### config.mk
export PLATFORM = sky130hd
export DESIGN_NAME = tl_tx_pkt_drain
export DESIGN_NICKNAME = d
export VERILOG_FILES = /design/src/rtl/tl_tx_pkt_drain.sv
export SDC_FILE = /design/constraint.sdc
export NUM_CORES = 1
export LEC_CHECK = 0
export ABC_AREA = 0
export BUFFER_PORTS_ARGS = -buffer_cell sky130_fd_sc_hd__buf_2
export CAP_MARGIN = 5
export CORE_AREA = 4 4 219 221
export DETAILED_ROUTE_END_ITERATION = 8
export DIE_AREA = 0 0 223 225
export PLACE_DENSITY = 0.33
export SYNTH_ARGS = -nofsm -noshare
export SYNTH_HDL_FRONTEND = slang
export SYNTH_SLANG_ARGS = --single-unit
### constraint.sdc
create_clock -name clk -period 6.7 [get_ports clk]
set_input_delay 0.67 -clock clk [delete_from_list [all_inputs] [get_ports clk]]
set_output_delay 0.67 -clock clk [all_outputs]
set_load 0.02 [all_outputs]
### src/rtl/tl_tx_pkt_drain.sv
// -----------------------------------------------------------------------------
// tl_tx_pkt_drain
//
// Purpose:
//   Drains 256-bit beats from the transaction-layer FIFO (combinational-read
//   mode: head word valid whenever not empty, pop advances it), frames each
//   TLP with sop/eop using the length in the header of beat 0, and holds a
//   packet at the head of line until enough header and data flow-control
//   credits are available. Credits are consumed at the sop handshake and
//   replenished by the return inputs, saturating at their maximums.
//
// Optional feature:
//   `define TL_TX_DRAIN_STATS_EN to add a wrapping completed-packet counter
//   (debug_o[15:8]) and a saturating credit-blocked-cycle counter
//   (debug_o[7:0]). Without the macro those bits read 0 and no counter flops
//   exist.
//
// Ports:
//   clk, rst        clock, synchronous active-high reset
//   fifo_empty_i    FIFO empty flag
//   fifo_rden_o     FIFO pop (asserted on every output handshake)
//   fifo_rdata_i    FIFO head word
//   tx_valid_o      output beat valid
//   tx_ready_i      downstream ready
//   tx_data_o       output beat (the FIFO head word)
//   tx_sop_o        first beat of a TLP
//   tx_eop_o        last beat of a TLP
//   hdr_crd_ret_i   return one header credit
//   dat_crd_ret_i   return 0..15 data credits
//   hdr_crd_o       current header credits
//   dat_crd_o       current data credits
//   debug_o         [31] in XFER, [30] credit-blocked, [29] sticky credit
//                   overflow, [28] sticky FIFO-empty in XFER, [23:16]
//                   remaining beats, [15:0] stats (optional) or 0
//
// Stream handshake: a beat transfers on a cycle where tx_valid_o and
// tx_ready_i are both high. Valid, once raised, stays high with stable data
// until that handshake; the only way it can drop is the FIFO going empty,
// which cannot happen while the head word is still unpopped.
// -----------------------------------------------------------------------------
module tl_tx_pkt_drain #(
    parameter int DATA_WIDTH  = 256,
    parameter int HDR_CRD_MAX = 8,
    parameter int DAT_CRD_MAX = 64,
    parameter int CRD_W       = 8
) (
    input  logic                  clk,
    input  logic                  rst,
    input  logic                  fifo_empty_i,
    output logic                  fifo_rden_o,
    input  logic [DATA_WIDTH-1:0] fifo_rdata_i,
    output logic                  tx_valid_o,
    input  logic                  tx_ready_i,
    output logic [DATA_WIDTH-1:0] tx_data_o,
    output logic                  tx_sop_o,
    output logic                  tx_eop_o,
    input  logic                  hdr_crd_ret_i,
    input  logic [3:0]            dat_crd_ret_i,
    output logic [CRD_W-1:0]      hdr_crd_o,
    output logic [CRD_W-1:0]      dat_crd_o,
    output logic [31:0]           debug_o
);

    typedef enum logic [0:0] {
        IDLE = 1'b0,
        XFER = 1'b1
    } state_t;

    state_t             state;
    logic [7:0]         remaining;
    logic [CRD_W-1:0]   hdr_crd;
    logic [CRD_W-1:0]   dat_crd;
    logic               ovf_sticky;
    logic               empty_sticky;

    // Header decode (only meaningful in IDLE, when the head word is beat 0)
    logic               has_data;
    logic [9:0]         len_dw;
    logic [10:0]        len_full;
    logic [10:0]        pay_beats;
    logic               crd_ok;
    logic               go;
    logic               blocked;
    logic               hs;
    logic               sop_hs;
    logic               eop_hs;

    // Credit update arithmetic, wide enough to hold cur + return before
    // saturation.
    logic [11:0]        hdr_sum;
    logic [11:0]        dat_sum;
    logic [11:0]        dat_take;
    logic               hdr_ovf;
    logic               dat_ovf;

    always_comb begin
        has_data  = fifo_rdata_i[30];
        len_dw    = fifo_rdata_i[9:0];
        len_full  = (len_dw == 10'd0) ? 11'd1024 : {1'b0, len_dw};
        pay_beats = has_data ? ((len_full + 11'd7) >> 3) : 11'd0;

        // Go check sees only registered credits; same-cycle returns count
        // from the next cycle on.
        crd_ok  = (hdr_crd != '0) && (12'(dat_crd) >= {1'b0, pay_beats});
        go      = (state == IDLE) && !fifo_empty_i && crd_ok;
        blocked = (state == IDLE) && !fifo_empty_i && !crd_ok;
    end

    always_comb begin
        tx_valid_o = 1'b0;
        tx_sop_o   = 1'b0;
        tx_eop_o   = 1'b0;
        if (state == IDLE) begin
            tx_valid_o = go;
            tx_sop_o   = go;
            tx_eop_o   = go && (pay_beats == 11'd0);
        end else begin
            tx_valid_o = !fifo_empty_i;
            tx_eop_o   = !fifo_empty_i && (remaining == 8'd1);
        end
        hs          = tx_valid_o && tx_ready_i;
        sop_hs      = tx_sop_o && hs;
        eop_hs      = tx_eop_o && hs;
        fifo_rden_o = hs;
        tx_data_o   = fifo_rdata_i;
    end

    always_comb begin
        dat_take = sop_hs ? {1'b0, pay_beats} : 12'd0;
        // Consumption only happens when credits cover it, so no underflow.
        hdr_sum  = 12'(hdr_crd) - {11'd0, sop_hs} + {11'd0, hdr_crd_ret_i};
        dat_sum  = 12'(dat_crd) - dat_take + {8'd0, dat_crd_ret_i};
        hdr_ovf  = hdr_sum > 12'(HDR_CRD_MAX);
        dat_ovf  = dat_sum > 12'(DAT_CRD_MAX);
    end

    always_ff @(posedge clk) begin
        if (rst) begin
            state        <= IDLE;
            remaining    <= 8'd0;
            hdr_crd      <= CRD_W'(HDR_CRD_MAX);
            dat_crd      <= CRD_W'(DAT_CRD_MAX);
            ovf_sticky   <= 1'b0;
            empty_sticky <= 1'b0;
        end else begin
            hdr_crd <= hdr_ovf ? CRD_W'(HDR_CRD_MAX) : hdr_sum[CRD_W-1:0];
            dat_crd <= dat_ovf ? CRD_W'(DAT_CRD_MAX) : dat_sum[CRD_W-1:0];
            if (hdr_ovf || dat_ovf) begin
                ovf_sticky <= 1'b1;
            end
            if ((state == XFER) && fifo_empty_i) begin
                empty_sticky <= 1'b1;
            end

            case (state)
                IDLE: begin
                    if (sop_hs && (pay_beats != 11'd0)) begin
                        // beats - 1 equals the payload beat count
                        remaining <= pay_beats[7:0];
                        state     <= XFER;
                    end
                end
                XFER: begin
                    if (hs) begin
                        remaining <= remaining - 8'd1;
                        if (remaining == 8'd1) begin
                            state <= IDLE;
                        end
                    end
                end
                default: state <= IDLE;
            endcase
        end
    end

    logic [15:0] stats;

`ifdef TL_TX_DRAIN_STATS_EN
    logic [7:0] pkt_cnt;
    logic [7:0] blk_cnt;

    always_ff @(posedge clk) begin
        if (rst) begin
            pkt_cnt <= 8'd0;
            blk_cnt <= 8'd0;
        end else begin
            if (eop_hs) begin
                pkt_cnt <= pkt_cnt + 8'd1;
            end
            if (blocked && (blk_cnt != 8'hFF)) begin
                blk_cnt <= blk_cnt + 8'd1;
            end
        end
    end

    assign stats = {pkt_cnt, blk_cnt};
`else
    logic unused_eop_hs;
    assign unused_eop_hs = eop_hs;
    assign stats = 16'd0;
`endif

    assign hdr_crd_o = hdr_crd;
    assign dat_crd_o = dat_crd;
    assign debug_o   = {(state == XFER), blocked, ovf_sticky, empty_sticky,
                        4'd0, remaining, stats};

endmodule

Yosys cells after proc, flatten, opt, wreduce, memory -nomap -nowiden
Cells that the tools add are included.
{"block": "op_classes", "n_bitwise": 1, "n_lt_le_gt_ge": 3, "eq_ne": 3, "addsub": 6, "reduce_logical": 20, "n_mux": 13}
{"operator": "$mux W8", "n": 4}
{"operator": "$pmux W8 S2", "n": 1}
{"operator": "$gt A12 B4 Y1 const B", "n": 1}
{"operator": "$gt A12 B7 Y1 const B", "n": 1}
{"operator": "$add A11 B3 Y11 const B", "n": 1}
{"operator": "$logic_not A11 Y1", "n": 1}
{"operator": "$mux W11", "n": 1}
{"operator": "$reduce_bool A11 Y1", "n": 1}
{"operator": "$add A9 B2 Y10", "n": 1}
{"operator": "$add A9 B5 Y10", "n": 1}
{"operator": "$logic_and A1 B1 Y1", "n": 10}
{"operator": "$logic_not A10 Y1", "n": 1}
{"operator": "$sub A8 B1 Y9", "n": 1}
{"operator": "$sub A8 B8 Y9", "n": 1}
{"operator": "$eq A8 B1 Y1 const B", "n": 1}
{"operator": "$ge A8 B8 Y1", "n": 1}
{"operator": "$reduce_bool A8 Y1", "n": 1}
{"operator": "$sub A8 B1 Y8 const B", "n": 1}
{"operator": "$mux W1", "n": 6}
{"operator": "$reduce_or A2 Y1", "n": 2}
{"operator": "$logic_not A1 Y1", "n": 2}
{"operator": "$ne A2 B1 Y1 const B", "n": 1}
{"operator": "$ne A2 B2 Y1 const B", "n": 1}
{"operator": "$pmux W1 S2", "n": 1}
{"operator": "other kinds (3)", "n": 3}
{"block": "word_totals", "register_bits": 27, "inputBits": 265, "output_inout_bits": 308}

Longest topological paths before layout
Gate-level depths: netlist of the first run.
{"block": "depth", "depth_word": 15, "depth_mapped": 23, "ltp_nobuf": 23}

Worst setup path after synthesis of the first run
OpenSTA, ideal clock, no wires.
{"block": "synth_path", "kind": "input -> register", "from": "input port fifo_rdata_i[2]", "to": "register ovf_sticky", "t_required_ns": 6.575, "setup_ns": 0.125, "arrival_time_ns": 5.373, "slack_ns": 1.202, "cell_stages": 22, "cell_sequence": "or3_1 > and3_1 > xnor2_1 > nor2_1 > inv_1 > ha_1 > a21o_1 > a21oi_1 > o21a_1 > nor4_2 > and2_1 > ha_1 > inv_1 > fa_1 > xor2_1 > ha_1 > a21oi_1 > and2b_2 > o2111ai_1 > or2_0 > o31a_1 > o41a_1"}
{"block": "synth_via", "elab_chain_len": 15, "elab_cells_between_ends": 19}
{"item": "start, declared", "line_no": "51", "rtl": "input logic [DATA_WIDTH-1:0] fifo_rdata_i,"}
{"item": "$logic_not A10 Y1", "line_no": "99", "rtl": "len_full = (len_dw == 10'd0) ? 11'd1024 : {1'b0, len_dw};"}
{"item": "$mux W11 (*)", "line_no": "99"}
{"item": "$add A11 B3 Y11 (*)", "line_no": "100", "rtl": "pay_beats = has_data ? ((len_full + 11'd7) >> 3) : 11'd0;"}
{"item": "$mux W8 (*)", "line_no": "100"}
{"item": "$ge A8 B8 Y1", "line_no": "104", "rtl": "crd_ok = (hdr_crd != '0) && (12'(dat_crd) >= {1'b0, pay_beats});"}
{"item": "$logic_and A1 B1 Y1", "line_no": "104"}
{"item": "$logic_and A1 B1 Y1", "line_no": "105", "rtl": "go = (state == IDLE) && !fifo_empty_i && crd_ok;"}
{"item": "$mux W1", "line_no": "113", "rtl": "if (state == IDLE) begin"}
{"item": "$logic_and A1 B1 Y1", "line_no": "121", "rtl": "hs = tx_valid_o && tx_ready_i;"}
{"item": "$logic_and A1 B1 Y1", "line_no": "122", "rtl": "sop_hs = tx_sop_o && hs;"}
{"item": "$mux W8", "line_no": "129", "rtl": "dat_take = sop_hs ? {1'b0, pay_beats} : 12'd0;"}
{"item": "$sub A8 B8 Y9", "line_no": "132", "rtl": "dat_sum = 12'(dat_crd) - dat_take + {8'd0, dat_crd_ret_i};"}
{"item": "$add A9 B5 Y10", "line_no": "132"}
{"item": "$gt A12 B7 Y1", "line_no": "134", "rtl": "dat_ovf = dat_sum > 12'(DAT_CRD_MAX);"}
{"item": "$logic_or A1 B1 Y1 (*)", "line_no": "148", "rtl": "if (hdr_ovf || dat_ovf) begin"}
{"item": "end signal, assigned", "line_no": "143", "rtl": "ovf_sticky <= 1'b0;"}
{"item": "end signal, assigned", "line_no": "149", "rtl": "ovf_sticky <= 1'b1;"}
{"item": "end, declared", "line_no": "73", "rtl": "logic ovf_sticky;"}
Every way passes the cells marked *; elsewhere a longest branch is shown, timed or not.
A chain may end at the register's enable or synchronous reset.

Worst setup path in the final report of the first run
{"block": "layout_path", "from": "input port fifo_rdata_i[0]", "to": "register ovf_sticky"}
Same word-level chain as after synthesis.

==> results of run 1 <==
report_power, final:
part	switching, mW	internal [mW]	leakage (nW)	total, mW
Combinational	0.158	0.0919	1.21	0.250
Clock	0.0725	0.0833	0.0415	0.156
Sequential	0.0127	0.169	0.221	0.181
sequential cells by signal, summed over array words and instances, names as in the netlist:
register,flops
hdr_crd_o,8
dat_crd_o,8
empty_sticky,1
state,1
remaining,8
ovf_sticky,1
layer usage:
metal | global-route usage | vias to the layer above
met5 | 0.00949 | -
met4 | 0.0366 | 2
met3 | 0.0395 | 110
met2 | 0.0895 | 253
met1 | 0.0596 | 1317
li1 | - | 1367
cell type report:
cell class | instances | area, um^2 | share of cell area
Multi-Input combinational cell | 297 | 2030 | 0.530
Timing Repair Buffer | 64 | 325 | 0.0851
Tap cell | 607 | 759 | 0.199
Sequential cell | 27 | 541 | 0.141
Clock inverter | 1 | 8.76 | 0.00229
Inverter | 23 | 86.3 | 0.0226
Clock buffer | 3 | 75.1 | 0.0196
worst min-delay path: stages (launching register included):
cell and delay, ps:
dfxtp_1 330, a21oi_1 40, nor2_1 70
path summary, 6_finish.rpt:
| kind | from | end | slack [ps] | cells after the start |
|---|---|---|---|---|
| worst max register to register | hdr_crd_o[4]$_SDFF_PP0_ | ovf_sticky$_SDFFE_PP0P_ | 2000 | 16 |
| worst max-delay path | fifo_rdata_i[0] | ovf_sticky$_SDFFE_PP0P_ | 1090 | 22 |
| worst min-delay path | empty_sticky$_SDFFE_PP0P_ | empty_sticky$_SDFFE_PP0P_ | 480 | 2 |
| worst min register to register | empty_sticky$_SDFFE_PP0P_ | empty_sticky$_SDFFE_PP0P_ | 480 | 2 |
cells in the final DEF, fill, tap and decap left out, types with 13 or more instances in the layout:
| cell | n |
|---|---|
| nand2_1 | 26 |
| ha_1 | 27 |
| xnor2_1 | 13 |
| a21oi_1 | 18 |
| buf_2 | 62 |
| nand3_1 | 16 |
| dfxtp_1 | 27 |
| conb_1 | 25 |
| nor2_1 | 30 |
| inv_1 | 23 |
| o21ai_0 | 16 |
metrics by stage:
step	cells	power (mW)	setup WS [ps]	instance area, um^2
6_report	1022	0.587	1090	3820
5_1_grt	1022	0.643	551	3820
4_1_cts	1022	0.612	1030	3820
3_5_place_dp	1018	0.440	748	3740
3_3_place_gp	1018	0.443	727	3740
2_1_floorplan	640	0.588	1200	4820
cells by family after synthesis:
group           Yosys count
mux                       3
simple gates            129
buf+inv                 316
compound gates           90
flops                    27
xor+xnor                 21
other cells               1
fa+ha+maj                29
==> flow_summary.json, run 1 <==
{
  "synth_edf_count": 0,
  "synth-simple-area-share": 0.147,
  "holdCritPathClass": "reg2reg",
  "cp-start-kind": "input pin",
  "critPathSlowestCell": "o21ai_0",
  "post_cts_resized": 0,
  "clock-sinks": 27,
  "ys_top_cells_by_area": "buf_4, dfxtp_1, ha_1",
  "syn_area_um2": 4730,
  "fp.dieH_um": 225,
  "path_clk_slew_ps": 90,
  "wirelength_mm": 15.7,
  "cts_buffers": 3,
  "area_growth_syn_to_layout_pct": -19.2,
  "syn_inst": 616,
  "synth_cell_types": 67,
  "tns_ps": 0,
  "critical_path_buf_inv_count": 2,
  "antenna_found_initial": 1,
  "crit_chain": "buf_2 -> or3_1 -> nand4_1 -> nor4_1 -> nand2_1 -> o21ai_0 -> nand2_1 -> ha_1 -> o21ai_0 -> nor4_2 -> and2_1 -> ha_1 -> inv_1 -> fa_1 -> ha_1 -> a21o_1 -> a21oi_1 -> and2b_2 -> o2111ai_1 -> or2_0 -> o31a_1 -> o41a_1",
  "crit_required_ps": 6860,
  "num_vias": 3049,
  "place_congestion": 0.723,
  "grt_pass1_wl_mm": 21.8,
  "cts_root_buf": "clkbuf_16",
  "synth_common_cells": "buf_4, nor2_1, dfxtp_1, ha_1, nand2_1",
  "status": "finished, final reports clean",
  "drt-pass1-iter-count": 4,
  "hold_buffers": 0,
  "ir_drop_uv": 78.0,
  "worstSetupEndpointType": "flip-flop",
  "drt_iter0_drc": 150,
  "ys_warn_count": 0,
  "ys_seq_area_frac": 0.114,
  "grt_max_degree": 22,
  "rsz0062_at_grt": "false",
  "hold_viol_final": 0,
  "antenna_cells": 0,
  "cpMostUsedCell": "ha_1",
  "tightest_slew_ps": 818,
  "route.met2.wl_mm": 6.84,
  "cp_data_arrival_time_ps": 5770,
  "cts_setup_buffers": 0,
  "grt_use_total": 0.0591,
  "setup_violations": 0,
  "clock_latency_ps": 290,
  "async_reset_ff_frac": 0,
  "yosysTopAreaCell": "buf_4",
  "crit_fanout": 5,
  "cts_buffer_depth": 2,
  "power_density_nw_per_um2": 154,
  "drive_above_1_share": 0.202,
  "wire_per_inst_um": 15.3,
  "h-tree-depth": 1,
  "critPathTopFamily": "simple AND/OR/NAND/NOR gates",
  "fin_skew_ps": 13.4,
  "die_w_um": 223,
  "yosys.area_share.adder": 0.0799,
  "max_slew_margin": 0.450,
  "drc_errors": 0,
  "wl_met3_mm": 2.19,
  "grt_pass1_vias": 3085,
  "core_um2": 46200,
  "die_area_um2": 50200,
  "avgSynthCellArea_um2": 7.68,
  "cts_tree": "built",
  "final_util": 0.0828,
  "rows": 79,
  "ys_seq_elements": 27,
  "num-fill-cells": 5388,
  "post-dp-hpwl_mm": 13.1,
  "port_buffers": 62,
  "synthMuxAreaShare": 0.00688,
  "nNetsFinal": 710,
  "min_period_ps": 5610,
  "met1_length_mm": 5.58,
  "yosysTopAreaCellShare": 0.449,
  "grt_overflow": 0,
  "cap_violations": 0,
  "viasPerCell": 2.98,
  "cp_slowest_stage_delay_ps": 560,
  "synth_ff_type": "dfxtp_1",
  "leakagePower_nw": 1.47,
  "top_layer": "met5",
  "max_freq_mhz": 178,
  "synth-compound-area-share": 0.137,
  "start_util": 0.102,
  "synth_xor_area_frac": 0.0389,
  "synth_top_family_by_area": "buffers and inverters",
  "postRouteAntennaNets": 0,
  "criticalPathCategory": "in2reg",
  "finalCritPeriodShare": 0.837,
  "drv_slew": 0,
  "yosysMostFrequentCell": "buf_4",
  "hold_slack_ps": 479,
  "ios": 573
}
(Power assumes the default switching activity.)
==> run 2: changes to the inputs <==
--- a/config.mk
+++ b/config.mk
@@ -5,12 +5,12 @@
 export SDC_FILE = /design/constraint.sdc
 export NUM_CORES = 1
 export LEC_CHECK = 0
-export ABC_AREA = 0
+export ABC_AREA = 1
 export BUFFER_PORTS_ARGS = -buffer_cell sky130_fd_sc_hd__buf_2
 export CAP_MARGIN = 5
-export CORE_AREA = 4 4 219 221
+export CORE_AREA = 4 4 220 222
 export DETAILED_ROUTE_END_ITERATION = 8
-export DIE_AREA = 0 0 223 225
+export DIE_AREA = 0 0 224 226
 export PLACE_DENSITY = 0.33
 export SYNTH_ARGS = -nofsm -noshare
 export SYNTH_HDL_FRONTEND = slang
==> constraint.sdc (replaced) <==
create_clock -name clk -period 5.5 [get_ports clk]
set_input_delay 0.55 -clock clk [delete_from_list [all_inputs] [get_ports clk]]
set_output_delay 0.55 -clock clk [all_outputs]
set_load 0.02 [all_outputs]
==> flow_summary.json, run 2 <==
{
  "grt_overflow": 0,
  "max_freq_mhz": 205,
  "top_layer": "met5",
  "power_density_nw_per_um2": 193,
  "wl_met3_mm": 2.35,
  "viasPerCell": 2.96,
  "cts_tree": "built",
  "critical_path_buf_inv_count": 3,
  "synth_cell_types": 32,
  "reg2reg_from": "dat_crd_o[3]$_SDFF_PP0_",
  "finalCritPeriodShare": 0.887,
  "grt_pass1_vias": 3360,
  "yosysTopAreaCell": "buf_4",
  "synth_ff_type": "dfxtp_1",
  "yosysTopAreaCellShare": 0.442,
  "antenna_cells": 0,
  "crit_cells": 33,
  "cp_data_arrival_time_ps": 5100,
  "status": "finished, final reports clean",
  "hold_viol_final": 0,
  "place_congestion": 0.779,
  "area_growth_syn_to_layout_pct": -15.4,
  "critPathSlowestCell": "fa_1",
  "fp.dieH_um": 226,
  "ys_seq_area_frac": 0.113,
  "num_vias": 3392,
  "r2r_slack_ps": 1390,
  "met1_length_mm": 6.25,
  "cp-start-kind": "input pin",
  "rsz0062_at_grt": "false",
  "ir_drop_uv": 102,
  "start_util": 0.103,
  "wirelength_mm": 17.8,
  "route.met2.wl_mm": 7.81,
  "cts_root_buf": "clkbuf_16",
  "max_slew_margin": 0.593,
  "path_clk_slew_ps": 80,
  "ys_seq_elements": 27,
  "synth_common_cells": "buf_4, nand2_1, inv_1, nor2_1, nand3_1",
  "fin_skew_ps": 2.71,
  "cts_buffer_depth": 2,
  "antenna_found_initial": 1,
  "place_inst": 1141,
  "setup_slack_ps": 623,
  "ys_top_cells_by_area": "buf_4, dfxtp_1, nand2_1",
  "cts_buffers": 3,
  "cpMostUsedCell": "nand2_1",
  "wire_per_inst_um": 15.5,
  "grt_use_total": 0.0664,
  "worstHoldPathCells": 2,
  "drc_errors": 0,
  "r2r_cells": 23,
  "cap_violations": 0,
  "cts_setup_buffers": 0,
  "drv_slew": 0,
  "syn_area_um2": 4780,
  "ios": 573,
  "grt_pass1_wl_mm": 23.8,
  "criticalPathCategory": "in2reg",
  "tns_ps": 0,
  "pre_cts_slack_ps": 72.2,
  "post-dp-hpwl_mm": 15.7,
  "r2r_end": "dat_crd_o[2]$_SDFF_PP0_",
  "die_area_um2": 50600,
  "instances_no_fill": 1145,
  "crit_start": "fifo_rdata_i[0]",
  "leakagePower_nw": 1.89,
  "worstSetupEndpointType": "flip-flop",
  "avgSynthCellArea_um2": 6.69,
  "cp_slowest_stage_delay_ps": 390,
  "die_w_um": 224,
  "crit_end": "dat_crd_o[2]$_SDFF_PP0_",
  "drive_above_1_share": 0.221,
  "min_period_ps": 4880,
  "final_cell_mix": "nand2_1, inv_1, buf_2, nor2_1, nand3_1",
  "synth_edf_count": 0,
  "critPathTopFamily": "simple AND/OR/NAND/NOR gates",
  "drt-pass1-iter-count": 4,
  "nNetsFinal": 833,
  "crit_fanout": 7,
  "tightest_slew_ps": 609,
  "port_buffers": 62,
  "holdCritPathClass": "reg2reg",
  "clock_latency_ps": 280,
  "layout_commonest_cell": "nand2_1",
  "rows": 79,
  "postRouteAntennaNets": 0,
  "clock-sinks": 27,
  "yosysMostFrequentCell": "buf_4",
  "setup_violations": 0,
  "grt_max_degree": 16,
  "async_reset_ff_frac": 0,
  "syn_inst": 714,
  "h-tree-depth": 1,
  "crit_required_ps": 5730,
  "drt_iter0_drc": 188,
  "ys_warn_count": 0,
  "core_um2": 46400
}
run 2: changes by cell type after synthesis, sizes merged, moves of 5 or more:
| cell | previous run | this run |
|---|---|---|
| nand2 | 26 | 116 |
| inv | 23 | 67 |
| nor2 | 30 | 69 |
| nand3 | 16 | 42 |
| xnor2 | 13 | 3 |
| nand4 | 2 | 11 |
| a21o | 8 | 0 |
| nor2b | 8 | 0 |
| o311ai | 7 | 0 |
| nor4 | 8 | 2 |
| o31ai | 7 | 1 |
| a31oi | 5 | 0 |
| buf | 286 | 281 |
| o31a | 5 | 0 |
run 2: routing by layer:
layer,global-route usage,up-vias
li1,-,1575
met1,0.0663,1470
met2,0.104,246
met3,0.0365,99
met4,0.0505,2
met5,0.00190,-
run 2: layout make-up:
type / instances / area (um^2)
Timing Repair Buffer: 80 / 445
Fill cell: 5446 / 42300
Inverter: 67 / 251
Clock inverter: 1 / 5.00
Multi-Input combinational cell: 360 / 1960
Sequential cell: 27 / 541
Tap cell: 607 / 759
Clock buffer: 3 / 75.1
run 2: worst min path at each step:
stage                                    startpoint                        end  slack, ps
final                     empty_sticky$_SDFFE_PP0P_  empty_sticky$_SDFFE_PP0P_        470
after global routing      empty_sticky$_SDFFE_PP0P_  empty_sticky$_SDFFE_PP0P_        510
after CTS                 empty_sticky$_SDFFE_PP0P_  empty_sticky$_SDFFE_PP0P_        490
after detailed placement  empty_sticky$_SDFFE_PP0P_  empty_sticky$_SDFFE_PP0P_        460
after global placement    empty_sticky$_SDFFE_PP0P_  empty_sticky$_SDFFE_PP0P_        460
after floorplan           empty_sticky$_SDFFE_PP0P_  empty_sticky$_SDFFE_PP0P_        440
run 2: what timing repair did:
action                     4_1_cts  5_1_grt
setup endpoints to repair        0        8
hold buffers                     0        0
gates resized for setup          0        2
run 2: power by group:
part / internal (mW) / total, mW / switching (mW)
Sequential: 0.207 / 0.224 / 0.0177
Clock: 0.0993 / 0.192 / 0.0926
Combinational: 0.126 / 0.365 / 0.240
run 2: worst min-delay path: stages, from the launching register on:
cell and delay [ps]:
dfxtp_1 330, a21oi_1 40, nor2_1 70
run 2: stage by stage:
stage | instance area (um^2) | utilization | hold WS (ps) | power (mW)
3_3_place_gp | 3950 | 0.0852 | 457 | 0.602
3_5_place_dp | 3950 | 0.0852 | 461 | 0.602
6_report | 4040 | 0.0872 | 472 | 0.782
4_1_cts | 4030 | 0.0870 | 485 | 0.812
2_1_floorplan | 4870 | - | 438 | 0.757
5_1_grt | 4040 | 0.0872 | 510 | 0.860
run 2: kinds of logic after synthesis:
logic type                 Yosys count  share of synthesized area
adders and majority gates           29                     0.0791
AOI/OAI and AO/OA                   40                     0.0464
muxes                                2                    0.00419
and+or+nand+nor                    254                      0.241
buffers and inverters              351                      0.497
xor gates and xnor gates            10                     0.0183
other                                1                   0.000785
DFF                                 27                      0.113
